`src/rtl/piano_pkg.sv`:
```
// ============================================================================
// Module   : piano_pkg
// Brief    : Note/octave codes, mid-octave pitch table and the half-period
//            helper shared by the audio blocks.
// Revision : 1.0
// ============================================================================
`default_nettype none

package piano_pkg;

  localparam int unsigned c_CNT_W_DEFAULT = 20;

  typedef enum logic [3:0] {
    NOTE_REST = 4'd0,
    NOTE_DO   = 4'd1,
    NOTE_RE   = 4'd2,
    NOTE_MI   = 4'd3,
    NOTE_FA   = 4'd4,
    NOTE_SOL  = 4'd5,
    NOTE_LA   = 4'd6,
    NOTE_SI   = 4'd7
  } note_e;

  typedef enum logic [1:0] {
    OCT_MID     = 2'b00,
    OCT_HIGH    = 2'b01,
    OCT_LOW     = 2'b10,
    OCT_MID_ALT = 2'b11
  } octave_e;

  // Mid-octave pitches in centi-hertz
  localparam int unsigned c_FCHZ_DO  = 26163;
  localparam int unsigned c_FCHZ_RE  = 29366;
  localparam int unsigned c_FCHZ_MI  = 32963;
  localparam int unsigned c_FCHZ_FA  = 34923;
  localparam int unsigned c_FCHZ_SOL = 39200;
  localparam int unsigned c_FCHZ_LA  = 44000;
  localparam int unsigned c_FCHZ_SI  = 49388;

  // Clock cycles per half period: clk_hz / (2 * f_Hz) = clk_hz * 50 / f_cHz
  function automatic int unsigned half_period(input longint unsigned clk_hz,
                                              input int unsigned     f_chz);
    longint unsigned q;
    if (f_chz == 0) begin
      q = 64'd0;
    end else begin
      q = (clk_hz * 64'd50) / 64'(f_chz);
    end
    return q[31:0];
  endfunction

  function automatic logic note_is_valid(input logic [3:0] n);
    return (n >= 4'd1) && (n <= 4'd7);
  endfunction

endpackage

`default_nettype wire

```
`src/rtl/note_period_lut.sv`:
```
// ============================================================================
// Module   : note_period_lut
// Brief    : Combinational (note, octave) -> half-period count; 0 for rests.
// Revision : 1.0
// ============================================================================
`default_nettype none

module note_period_lut
  import piano_pkg::*;
#(
  parameter longint unsigned CLK_FREQ_HZ = 100_000_000,
  parameter int unsigned     CNT_W       = c_CNT_W_DEFAULT
) (
  input  logic [3:0]       i_note,
  input  logic [1:0]       i_octave,
  output logic [CNT_W-1:0] o_period
);

  localparam logic [CNT_W-1:0] c_MID_DO  = CNT_W'(half_period(CLK_FREQ_HZ, c_FCHZ_DO));
  localparam logic [CNT_W-1:0] c_MID_RE  = CNT_W'(half_period(CLK_FREQ_HZ, c_FCHZ_RE));
  localparam logic [CNT_W-1:0] c_MID_MI  = CNT_W'(half_period(CLK_FREQ_HZ, c_FCHZ_MI));
  localparam logic [CNT_W-1:0] c_MID_FA  = CNT_W'(half_period(CLK_FREQ_HZ, c_FCHZ_FA));
  localparam logic [CNT_W-1:0] c_MID_SOL = CNT_W'(half_period(CLK_FREQ_HZ, c_FCHZ_SOL));
  localparam logic [CNT_W-1:0] c_MID_LA  = CNT_W'(half_period(CLK_FREQ_HZ, c_FCHZ_LA));
  localparam logic [CNT_W-1:0] c_MID_SI  = CNT_W'(half_period(CLK_FREQ_HZ, c_FCHZ_SI));

  logic [CNT_W-1:0] w_mid;

  always_comb begin
    w_mid = '0;
    case (i_note)
      NOTE_DO:  w_mid = c_MID_DO;
      NOTE_RE:  w_mid = c_MID_RE;
      NOTE_MI:  w_mid = c_MID_MI;
      NOTE_FA:  w_mid = c_MID_FA;
      NOTE_SOL: w_mid = c_MID_SOL;
      NOTE_LA:  w_mid = c_MID_LA;
      NOTE_SI:  w_mid = c_MID_SI;
      default:  w_mid = '0;
    endcase
  end

  always_comb begin
    o_period = w_mid;
    case (i_octave)
      OCT_HIGH: o_period = w_mid >> 1;
      OCT_LOW:  o_period = w_mid << 1;
      default:  o_period = w_mid;
    endcase
  end

endmodule

`default_nettype wire

```
`src/rtl/buzzer_tone_gen.sv`:
```
// ============================================================================
// Module   : buzzer_tone_gen
// Brief    : Glitch-free square-wave buzzer driver; pitch and note-off change
//            only at half-period boundaries. TONE_VOLUME_EN adds PWM gating.
// Revision : 1.0
// ============================================================================
`default_nettype none

module buzzer_tone_gen
  import piano_pkg::*;
#(
  parameter longint unsigned CLK_FREQ_HZ = 100_000_000,
  parameter int unsigned     CNT_W       = c_CNT_W_DEFAULT
) (
  input  logic       clk,
  input  logic       reset,
  input  logic [3:0] note_in,
  input  logic [1:0] octave_in,
`ifdef TONE_VOLUME_EN
  input  logic [1:0] volume,
`endif
  output logic       speaker_out,
  output logic       playing
);

  typedef enum logic [0:0] {
    ST_IDLE = 1'b0,
    ST_RUN  = 1'b1
  } state_t;

  state_t           r_state;
  state_t           w_next_state;
  logic [3:0]       r_note_q;
  logic [1:0]       r_oct_q;
  logic [CNT_W-1:0] r_cnt;
  logic [CNT_W-1:0] r_period;
  logic             r_tone;
  logic [CNT_W-1:0] w_lut_period;
  logic             w_note_valid;
  logic             w_boundary;

  note_period_lut #(
    .CLK_FREQ_HZ(CLK_FREQ_HZ),
    .CNT_W      (CNT_W)
  ) u_lut (
    .i_note  (r_note_q),
    .i_octave(r_oct_q),
    .o_period(w_lut_period)
  );

  assign w_note_valid = note_is_valid(r_note_q);
  assign w_boundary   = (r_cnt == (r_period - CNT_W'(1)));

  always_comb begin
    w_next_state = r_state;
    case (r_state)
      ST_IDLE: if (w_note_valid) w_next_state = ST_RUN;
      ST_RUN:  if (w_boundary && !w_note_valid) w_next_state = ST_IDLE;
      default: w_next_state = ST_IDLE;
    endcase
  end

  always_ff @(posedge clk) begin
    if (!reset) begin
      r_state <= ST_IDLE;
    end else begin
      r_state <= w_next_state;
    end
  end

  always_ff @(posedge clk) begin
    if (!reset) begin
      r_note_q <= '0;
      r_oct_q  <= '0;
      r_cnt    <= '0;
      r_period <= '0;
      r_tone   <= 1'b0;
    end else begin
      r_note_q <= note_in;
      r_oct_q  <= octave_in;
      if (r_state == ST_IDLE) begin
        r_cnt <= '0;
        if (w_note_valid) begin
          r_period <= w_lut_period;
          r_tone   <= 1'b1;
        end else begin
          r_tone   <= 1'b0;
        end
      end else if (w_boundary) begin
        // Pitch is re-sampled only here so every half-period is whole
        r_cnt <= '0;
        if (w_note_valid) begin
          r_tone   <= ~r_tone;
          r_period <= w_lut_period;
        end else begin
          r_tone   <= 1'b0;
        end
      end else begin
        r_cnt <= r_cnt + CNT_W'(1);
      end
    end
  end

  assign playing = (r_state == ST_RUN);

`ifdef TONE_VOLUME_EN
  logic [1:0] r_pwm_cnt;

  always_ff @(posedge clk) begin
    if (!reset) begin
      r_pwm_cnt <= 2'd0;
    end else begin
      r_pwm_cnt <= r_pwm_cnt + 2'd1;
    end
  end

  assign speaker_out = r_tone & (r_pwm_cnt <= volume);
`else
  assign speaker_out = r_tone;
`endif

endmodule

`default_nettype wire

```
`config.mk`:
```
export PLATFORM = sky130hd
export DESIGN_NAME = buzzer_tone_gen
export DESIGN_NICKNAME = d
export VERILOG_FILES = /design/src/rtl/piano_pkg.sv /design/src/rtl/note_period_lut.sv /design/src/rtl/buzzer_tone_gen.sv
export SDC_FILE = /design/constraint.sdc
export NUM_CORES = 1
export LEC_CHECK = 0
export BUFFER_PORTS_ARGS = -buffer_cell sky130_fd_sc_hd__buf_2
export CORE_MARGIN = 8
export CORE_UTILIZATION = 55
export CTS_BUF_LIST = sky130_fd_sc_hd__clkbuf_16
export DETAILED_ROUTE_END_ITERATION = 8
export PLACE_DENSITY = 0.72
export SYNTH_ARGS = -nofsm -noshare
export SYNTH_HDL_FRONTEND = slang
export SYNTH_SLANG_ARGS = --single-unit
```
`constraint.sdc`:
```
create_clock -name clk -period 3 [get_ports clk]
set_input_delay 0.3 -clock clk [delete_from_list [all_inputs] [get_ports clk]]
set_output_delay 0.3 -clock clk [all_outputs]
set_load 0.02 [all_outputs]
```
==> results of run 1 <==
## layout by cell type (no fill, tap or decap), types with 5 or more instances in the layout
cell / n
a21oi_1: 14
buf_2: 9
and2_1: 6
nand3_1: 10
nor2_1: 50
xor2_1: 20
dfxtp_1: 47
inv_1: 14
clkbuf_16: 5
nor3_1: 12
mux2i_1: 19
o21ai_0: 21
a211oi_1: 6
buf_4: 10
nand2_1: 70
nand4_1: 5
xnor2_1: 24
## sequential cells by signal (all words and copies together) (netlist names)
register	flops
r_oct_q	2
speaker_out	1
r_cnt	20
playing	1
r_note_q	4
r_period	19
## final timing paths
check | slack (ps) | end | cells after the start
max | 170 | r_period[13]$_SDFFE_PN0P_ | 10
min | 220 | r_oct_q[0]$_SDFF_PN0_ | 2
max reg2reg | 170 | r_period[13]$_SDFFE_PN0P_ | 10
min reg2reg | 490 | r_cnt[0]$_SDFF_PP0_ | 1
## kinds of logic (layout without fill, tap and decap cells)
group | after synthesis | in the layout | share of synthesized area
and+or+nand+nor | 189 | 189 | 0.292
adders and majority gates | 4 | 4 | 0.0155
buffers and inverters | 40 | 41 | 0.0547
AOI/OAI and AO/OA | 80 | 80 | 0.168
DFF | 47 | 47 | 0.292
xor gates and xnor gates | 44 | 44 | 0.119
muxes | 19 | 19 | 0.0589
## power by group through the flow
stage               clock, mW  combinational (mW)  sequential (mW)
floorplan                   0               0.270            0.679
global placement            0               0.326            0.693
detailed placement          0               0.329            0.693
CTS                     0.545               0.332            0.679
global route            0.574               0.372            0.684
finish                  0.532               0.337            0.681
## layout make-up
cell class / instances / area [µm²] / area share
clock buffer: 5 / 125 / 0.0361
clock inverter: 3 / 16.3 / 0.00469
inverter: 14 / 52.6 / 0.0152
multi-input combinational: 336 / 2120 / 0.611
sequential: 47 / 941 / 0.271
tap: 75 / 93.8 / 0.0271
timing repair buffer: 19 / 120 / 0.0346
## worst max-delay path, stage by stage (launching register included)
cell and delay, ps:
dfxtp_1 390, inv_1 110, ha_1 230, or3b_2 550
nor3_1 280, o2111ai_1 180, a22oi_1 210, and4_4 290
o21ai_2 60, buf_4 240, mux2i_1 140
## through the flow
step / std cells / power [mW] / cell area, µm²
final: 499 / 1.55 / 3470
after global routing: 499 / 1.63 / 3470
after CTS: 499 / 1.56 / 3460
after detailed placement: 491 / 1.02 / 3320
after global placement: 491 / 1.02 / 3320
after floorplan: 423 / 0.948 / 3230
## metal layers
layer,routed length (µm),part of all wire
met1,3490,0.45
met2,3750,0.48
met3,339,0.044
met5,0,0
met4,172,0.022
## repair_timing
action	in CTS	in global routing
setup endpoints to repair	0	1
gates resized for setup	0	1
setup buffers	0	0
==> key figures, run 1 <==
Outcome
  • Status: completed

Route
  • DRT Wirelength: 7.76 mm
  • DR pass1 iterations: 5
  • Vias: 2986
  • Residual DRC count: 0
  • Initial drt markers: 160
  • Antenna Nets Post-Route: 0
  • WL/cell: 15.5 µm
  • Via/cell ratio: 5.98

Floorplan
  • Top-Level Pins: 10
  • Full die area: 8570 µm²
  • Row count: 28
  • Core area: 5780 µm²
  • Die Span X: 92.6 µm
  • Die Y: 92.6 µm
  • Initial core utilization: 0.558

Setup path
  • Crit Reg-Reg Startpoint: r_period[0]$_SDFFE_PN0P_
  • Worst setup EP type: flip-flop
  • Critical Path Fanout Max: 19
  • Critical path startpoint: r_period[0]$_SDFFE_PN0P_
  • CP required: 3150 ps
  • Worst EP arrival: 2980 ps
  • Startpoint class of the critical path: flip-flop
  • CP Class: reg2reg

STA
  • Final hold viol count: 0
  • Post-layout min period: 2830 ps
  • Worst-margin pin slew: 708 ps
  • Final setup margin: 168 ps
  • Slew Viols, Final: 0
  • Worst Skew: 7.46 ps
  • Rel. slew slack: 0.528
  • # setup viols final: 0
  • Setup TNS: 0 ps
  • RSZ-0062 raised after global routing: no
  • Hold Worst Slack: 222 ps
  • Final period util: 0.944
  • Max Fclk: 353 MHz

GRT
  • Largest net degree at the start of global routing: 43
  • Global-route wire length before repair: 13.5 mm
  • GRT overflow: 0
  • Met3 Resource Use GR: 0.0445
  • Antenna violations before repair: 0
  • Number of global-route vias before repair: 2798
  • Routing usage on met2: 0.312
  • Global routing's busiest layer: met2
  • Routing usage on met1: 0.238
  • GRT Util Overall: 0.191

Clocking
  • Worst-path clk slew: 70 ps
  • CTS tree: built
  • Depth of the CTS H-tree: 2
  • Num CTS Buffers: 5
  • Root Driver: clkbuf_16
  • Hold Buf Count CTS: 0
  • Clk buf depth: 2
  • Clk sink count: 47
  • Worst-skew pair later-pin latency: 290 ps

Synth
  • Yosys reg bits: 47
  • Post-Syn Instances: 423
  • Top_reg_cell synth: dfxtp_1
  • Area contributors post-synth: dfxtp_1, nand2_1, xnor2_1, mux2i_1, nor2_1
  • Net Count, Synth: 435
  • Synth async-reset ratio: 0
  • Top cells by count, synth: nand2_1, nor2_1, dfxtp_1, xnor2_1, o21ai_0
  • Most frequent cell after synthesis: nand2_1
  • Cell Area, Synth: 3230 µm²
  • Mapped Avg Cell Area: 7.63 µm²
  • YS warnings: 0
  • Most area-hungry cell type in the Yosys netlist: dfxtp_1
  • Synth unique cells: 64
  • Share of the yosys chip area belonging to registers: 0.292
  • Yosys top cell area share: 0.292
  • Post-synth EDFFs: 0

Pwr
  • Comb pwr share: 0.217
  • Clock Power Share: 0.343
  • Sequential share of power: 0.439
  • Peak supply drop: 0.241 mV
  • Sw power: 0.458 mW
  • Pwr Density: 447 nW/µm²
  • Int Pwr: 1.09 mW
  • P_leak: 1.31 nW
  • Net Sw Frac: 0.295

Placed design
  • I/O Buffers: 9
  • GPL Wtd Cong: 0.982
  • Post-DP HPWL: 5.77 mm
  • Pre-CTS setup slack: 219 ps

Cells and area
  • Final core occ: 0.600
  • Fillers: 540
  • Antenna Cells: 0
  • Share of cells above drive strength 1: 0.0920
  • Area growth from synthesis to final layout: 7.44%
  • NumNets Final: 435

Hold path
  • Min-delay worst type: in2reg
  • Min-Delay Startpoint: octave_in[0]

Job
  • Max_cap viols: 0
Note: power is estimated with default switching activity, not from simulation.
==> run 2, diff against run 1 <==
- GPL_TIMING_DRIVEN: default -> 0
==> run 2 against run 1 <==
  * Clock power is 36% higher
  * Wire length is 7.9% higher
  * Cell count is 4.2% higher
  * Die area stayed put
  * Total power is 14% higher
  * Highest routed layer unchanged
  * Worst setup slack worse by 1.9 ps
  * Largest power group is now the clock network
  * Combinational power is 13% higher
  * Cell area is 4.8% higher
  * Global-route usage is 0.73 points higher
  * Register-to-register slack hardly changed
  * Worst hold slack worse by 8.0 ps
  * Critical path type unchanged
  * Flip-flop and latch count stayed put
==> key figures, run 2 (synthesis gave the netlist of run 1 again) <==
Cells and area
  • Top reg by flops: r_cnt
  • Fillers: 537 (-0.56%)
  • Top flop regs: r_cnt x20, r_period x19, r_note_q x4
  • Multi-input logic area: 2140 µm² (+0.95%)
  • Commonest non-fill, non-tap cells in the layout: nand2_1, nor2_1, dfxtp_1
  • NumNets Final: 456 (+4.8%)
  • Commonest non-fill, non-tap cell in the layout: nand2_1
  • Max reg flops: 20 (unchanged)
  • Share of cells above drive strength 1: 0.0966 (+0.00465)
  • Antenna Cells: 0 (unchanged)
  • Final Non-Filler Cells: 520 (+4.2%)
  • Final core occ: 0.628 (+0.0286)
  • Area growth from synthesis to final layout: 12.6%
  • Flip-flop and latch area: 942 µm² (+0.13%)

Clocking
  • Clk buf depth: 2 (unchanged)
  • Worst-skew pair later-pin latency: 290 ps (about the same)
  • Worst-path clk slew: 70 ps (about the same)
  • Depth of the CTS H-tree: 2 (unchanged)
  • CTS tree: built
  • Clk sink count: 47 (unchanged)
  • Num CTS Buffers: 5 (unchanged)
  • Root Driver: clkbuf_16
  • Hold Buf Count CTS: 0 (unchanged)

Setup path
  • CP required: 3210 ps (+60 ps)
  • Worst setup EP type: flip-flop
  • Crit-path cells: clkbuf_1 > nor4_4 > nand2_2 > or4_4 > a2111oi_2 > and4_4 > o21ai_2 > buf_6 > buf_12 > mux2i_1
  • Worst EP arrival: 3040 ps (+60 ps)
  • Reg2reg setup slack: 170 ps (about the same)
  • Crit Reg-Reg Startpoint: r_period[5]$_SDFFE_PN0P_
  • Worst reg2reg path endpoint: r_period[17]$_SDFFE_PN0P_
  • Startpoint class of the critical path: flip-flop
  • Largest delay contributor family on the critical path: simple AND/OR/NAND/NOR gates
  • CP Class: reg2reg
  • R2R cell count: 10 (unchanged)
  • Buf/Inv on CP: 3 (+1)
  • Critical Path Fanout Max: 10 (-9)
  • CP max-delay cell: or4_4
  • CP peak stage delay: 500 ps (-50 ps)

GRT
  • GRT overflow: 0 (unchanged)
  • Antenna violations before repair: 0 (unchanged)
  • Global-route wire length before repair: 14.0 mm (+3.8%)
  • Number of global-route vias before repair: 2955 (+5.6%)
  • GRT Util Overall: 0.199 (+0.00727)
  • Largest net degree at the start of global routing: 16 (-63%)

Route
  • Antenna Nets Post-Route: 0 (unchanged)
  • Via/cell ratio: 5.87 (-1.9%)
  • DR pass1 iterations: 5 (unchanged)
  • Vias: 3051 (+2.2%)
  • Initial drt markers: 158 (-1.3%)
  • Residual DRC count: 0 (unchanged)
  • DRT Wirelength: 8.37 mm (+7.9%)
  • WL/cell: 16.1 µm (+3.5%)

STA
  • Slew Viols, Final: 0 (unchanged)
  • Hold Worst Slack: 214 ps (-7.99 ps)
  • Final period util: 0.945 (about the same)
  • Rel. slew slack: 0.564 (+0.0367)
  • Post-layout min period: 2830 ps (+1.91 ps)
  • Max Fclk: 353 MHz (about the same)
  • Worst-margin pin slew: 652 ps (-55.4 ps)
  • Final hold viol count: 0 (unchanged)
  • Worst Skew: 9.91 ps (+2.45 ps)
  • # setup viols final: 0 (unchanged)
  • RSZ-0062 raised after global routing: no

Pwr
  • Sequential share of power: 0.378 (-0.061)
  • Sw power: 0.491 mW (+7.2%)
  • Clock Power Share: 0.408 (+0.065)
  • Pwr Density: 487 nW/µm² (+9.1%)
  • Comb pwr share: 0.214 (-0.003)
  • P_leak: 1.37 nW (+4.2%)
  • Peak supply drop: 0.307 mV (+27%)
  • Int Pwr: 1.28 mW (+17%)
  • Net Sw Frac: 0.277 (-0.0182)

Hold path
  • Worst hold stages: 2 (unchanged)
  • Worst Hold End: r_oct_q[0]$_SDFF_PN0_
  • Min-Delay Startpoint: octave_in[0]
  • Min-delay worst type: in2reg

Floorplan
  • Initial core utilization: 0.558 (unchanged)
  • Core area: 5780 µm² (unchanged)
  • Die Y: 92.6 µm (unchanged)
  • Die Span X: 92.6 µm (unchanged)
  • Full die area: 8570 µm² (unchanged)
  • Row count: 28 (unchanged)
  • Top-Level Pins: 10 (unchanged)

Job
  • Max_cap viols: 0 (unchanged)

Outcome
  • Status: completed

Placed design
  • Dpl cells: 507 (+3.3%)
  • Post-DP HPWL: 6.18 mm (+7.1%)
  • I/O Buffers: 9 (unchanged)
  • GPL Wtd Cong: 0.977 (-0.53%)
[run 2: worst max path at each step]
stage,start,cells past startpoint,slack [ps],endpoint
final,r_period[5]$_SDFFE_PN0P_,10,170,r_period[17]$_SDFFE_PN0P_
after global routing,r_period[2]$_SDFFE_PN0P_,9,9,r_period[17]$_SDFFE_PN0P_
after CTS,r_period[1]$_SDFFE_PN0P_,11,20,r_cnt[0]$_SDFF_PP0_
after detailed placement,r_period[0]$_SDFFE_PN0P_,10,-370,r_cnt[9]$_SDFF_PP0_
after global placement,r_period[0]$_SDFFE_PN0P_,10,-330,r_cnt[14]$_SDFF_PP0_
after floorplan,r_period[0]$_SDFFE_PN0P_,11,260,r_period[15]$_SDFFE_PN0P_
[run 2: cell type report]
| type | instances | share of cell area |
|---|---|---|
| inverter | 14 | 0.0145 |
| sequential | 47 | 0.259 |
| buffer | 25 | 0.0338 |
| clock buffer | 5 | 0.0344 |
| clock inverter | 3 | 0.0186 |
| tap | 75 | 0.0258 |
| timing repair buffer | 15 | 0.0248 |
| multi-input combinational | 336 | 0.589 |
[run 2: power groups by stage]
stage	sequential [mW]	combinational (mW)	clock (mW)
floorplan	0.679	0.270	0
global placement	0.681	0.345	0
detailed placement	0.682	0.348	0
CTS	0.667	0.351	0.729
global route	0.671	0.412	0.755
finish	0.669	0.380	0.722
[run 2: per-stage QoR]
step	instance area [µm²]	setup TNS [ps]	power, mW	worst slack (ps)
after floorplan	3230	0	0.948	260
after global placement	3370	-6230	1.03	-333
after detailed placement	3370	-6930	1.03	-365
after CTS	3570	0	1.75	15.4
after global routing	3630	0	1.84	9.06
final	3630	0	1.77	166
[run 2: metal layers]
metal  global-route usage  wire (µm)
met1                0.228       3630
met2                0.362       4120
met3               0.0307        369
met4               0.0711        247
met5                    0          0
[run 2: timing repair]
item                       CTS  global route
resized for setup            3             4
hold endpoints to repair     0             0
pin swaps                    0             2
setup endpoints to repair   39            24
buffers inserted             0             6
==> run 3, diff against run 2 <==
- CORE_UTILIZATION: 55 -> 60
- PLACE_DENSITY: 0.72 -> 0.77
==> run 3 against run 2 <==
  * Clock power down 25%
  * Critical path type unchanged
  * Register-to-register slack worse by 30 ps
  * Worst hold slack better by 2.6 ps
  * Critical endpoint is now r_period[2]$_SDFFE_PN0P_
  * Sequential power about the same
  * Largest power group is now sequential cells
  * Clock skew down 0.90 ps
  * Non-clock buffer count down 2
  * Wire length down 4.1%
  * Cell area down 2.0%
  * First-iteration DRC count up 100%
==> key figures, run 3 (synthesis gave the netlist of run 1 again) <==
Outcome
  • Status: completed

Setup path
  • Critical path startpoint: r_period[2]$_SDFFE_PN0P_
  • Startpoint class of the critical path: flip-flop
  • Reg2reg setup slack: 130 ps (-30 ps)
  • Worst setup EP type: flip-flop
  • Largest delay contributor family on the critical path: simple AND/OR/NAND/NOR gates
  • R2R cell count: 9 (-1)
  • CP Class: reg2reg
  • CP peak stage delay: 510 ps (about the same)
  • CP required: 3170 ps (-40 ps)
  • Critical Path Sink: r_period[2]$_SDFFE_PN0P_
  • Critical Path Fanout Max: 10 (unchanged)
  • WP depth: 9 (-1)
  • Crit-path cells: nor4_4 > nand2_2 > or4_4 > a2111oi_2 > and4_4 > o21ai_2 > buf_6 > buf_12 > mux2i_1
  • Worst EP arrival: 3030 ps (about the same)
  • Crit Reg-Reg Startpoint: r_period[2]$_SDFFE_PN0P_
  • Worst reg2reg path endpoint: r_period[2]$_SDFFE_PN0P_
  • Buf/Inv on CP: 2 (-1)
  • CP max-delay cell: or4_4

STA
  • Worst-margin pin slew: 587 ps (-65.2 ps)
  • Post-layout min period: 2870 ps (+31.9 ps)
  • RSZ-0062 raised after global routing: no
  • Rel. slew slack: 0.606 (+0.0420)
  • Final hold viol count: 0 (unchanged)
  • Slew Viols, Final: 0 (unchanged)
  • Final period util: 0.955 (+0.0106)
  • Max Fclk: 349 MHz (-1.1%)
  • Setup TNS: 0 ps (unchanged)
  • # setup viols final: 0 (unchanged)
  • Worst Skew: 9.01 ps (-0.903 ps)

Cells and area
  • Antenna Cells: 0 (unchanged)
  • Share of cells above drive strength 1: 0.0903 (-0.00634)
  • Final Cell Area: 3560 µm² (-2.0%)
  • NumNets Final: 454 (-0.44%)
  • Max reg flops: 20 (unchanged)
  • Top reg by flops: r_cnt
  • Fillers: 448 (-17%)
  • Top flop regs: r_cnt x20, r_period x19, r_note_q x4
  • Area growth from synthesis to final layout: 10.3%
  • Commonest non-fill, non-tap cells in the layout: nand2_1, nor2_1, dfxtp_1
  • Commonest non-fill, non-tap cell in the layout: nand2_1

Job
  • Max_cap viols: 0 (unchanged)

GRT
  • Number of global-route vias before repair: 2825 (-4.4%)
  • Global-route wire length before repair: 13.5 mm (-4.1%)
  • Antenna violations before repair: 0 (unchanged)
  • Largest net degree at the start of global routing: 16 (unchanged)
  • GRT Util Overall: 0.217 (+0.0183)
  • GRT overflow: 0 (unchanged)

Pwr
  • Peak supply drop: 0.327 mV (+6.6%)
  • P_leak: 1.34 nW (-1.9%)
  • Pwr Density: 445 nW/µm² (-8.8%)

Route
  • WL/cell: 15.6 µm (-2.8%)
  • Initial drt markers: 318 (+100%)
  • DR pass1 iterations: 5 (unchanged)
  • Residual DRC count: 0 (unchanged)
  • Via/cell ratio: 6.13 (+4.5%)
  • Vias: 3145 (+3.1%)
  • Antenna Nets Post-Route: 0 (unchanged)
  • DRT Wirelength: 8.02 mm (-4.1%)

Floorplan
  • Die Y: 89.3 µm (-3.5%)
  • Full die area: 7980 µm² (-6.9%)
  • Initial core utilization: 0.628 (+0.0696)
  • Core area: 5140 µm² (-11%)
  • Die Span X: 89.3 µm (-3.5%)
  • Row count: 26 (-7.1%)
  • Top-Level Pins: 10 (unchanged)

Clocking
  • Num CTS Buffers: 5 (unchanged)
  • Hold Buf Count CTS: 0 (unchanged)
  • Clk sink count: 47 (unchanged)
  • Depth of the CTS H-tree: 2 (unchanged)
  • Clk buf depth: 2 (unchanged)
  • Worst-path clk slew: 60 ps (about the same)
  • Root Driver: clkbuf_16
  • Worst-skew pair later-pin latency: 290 ps (about the same)
  • CTS tree: built

Hold path
  • Min-delay worst type: in2reg

Placed design
  • Post-DP HPWL: 6.03 mm (-2.4%)
  • I/O Buffers: 9 (unchanged)
  • GPL Wtd Cong: 0.991 (+1.5%)
  • Area after DPL: 3360 µm² (-0.19%)
run 3: power breakdown:
group          switching [mW]  internal [mW]
sequential             0.0261          0.643
combinational           0.217          0.155
clock                   0.233          0.307
run 3: per-layer routing:
layer / part of all wire / vias to the layer above / track usage
li1: - / 1520 / -
met1: 0.47 / 1480 / 0.299
met2: 0.45 / 127 / 0.339
met3: 0.069 / 18 / 0.0395
met4: 0.011 / 0 / 0.0498
met5: 0 / - / 0
run 3: worst min-delay path by stage:
stage / startpoint / endpoint / depth (start not counted)
after floorplan: note_in[0] / r_note_q[0]$_SDFF_PN0_ / 1
after detailed placement: r_cnt[0]$_SDFF_PP0_ / r_cnt[0]$_SDFF_PP0_ / 1
final: note_in[2] / r_note_q[2]$_SDFF_PN0_ / 2
after CTS: octave_in[1] / r_oct_q[1]$_SDFF_PN0_ / 2
after global routing: note_in[1] / r_note_q[1]$_SDFF_PN0_ / 2
after global placement: r_cnt[0]$_SDFF_PP0_ / r_cnt[0]$_SDFF_PP0_ / 1
run 3: what timing repair did:
action | CTS | global route
resized for setup | 3 | 3
buffers inserted | 0 | 4
pin swaps | 0 | 2
endpoints found under the hold margin | 0 | 0
setup endpoints to repair | 39 | 20
run 3: cell type report:
cell class              count  area [µm²]  area share
multi-input cells         336        2140       0.600
flip-flops and latches     47         942       0.265
clock buffers               5         125      0.0352
plain buffers              25         123      0.0345
well taps                  70        87.6      0.0246
repair buffers             13        75.1      0.0211
inverters                  14        52.6      0.0148
clock inverters             3        17.5     0.00492
run 3: per-stage QoR:
| stage | hold slack, ps | util | std cells | setup slack (ps) | power [mW] |
|---|---|---|---|---|---|
| 5_1_grt | 215 | 0.692 | 513 | 9.28 | 1.66 |
| 6_report | 216 | 0.692 | 513 | 134 | 1.58 |
| 3_3_place_gp | 457 | 0.654 | 502 | -327 | 1.02 |
| 2_1_floorplan | 427 | - | 423 | 260 | 0.948 |
| 4_1_cts | 214 | 0.683 | 510 | 25.8 | 1.57 |
| 3_5_place_dp | 476 | 0.654 | 502 | -307 | 1.03 |
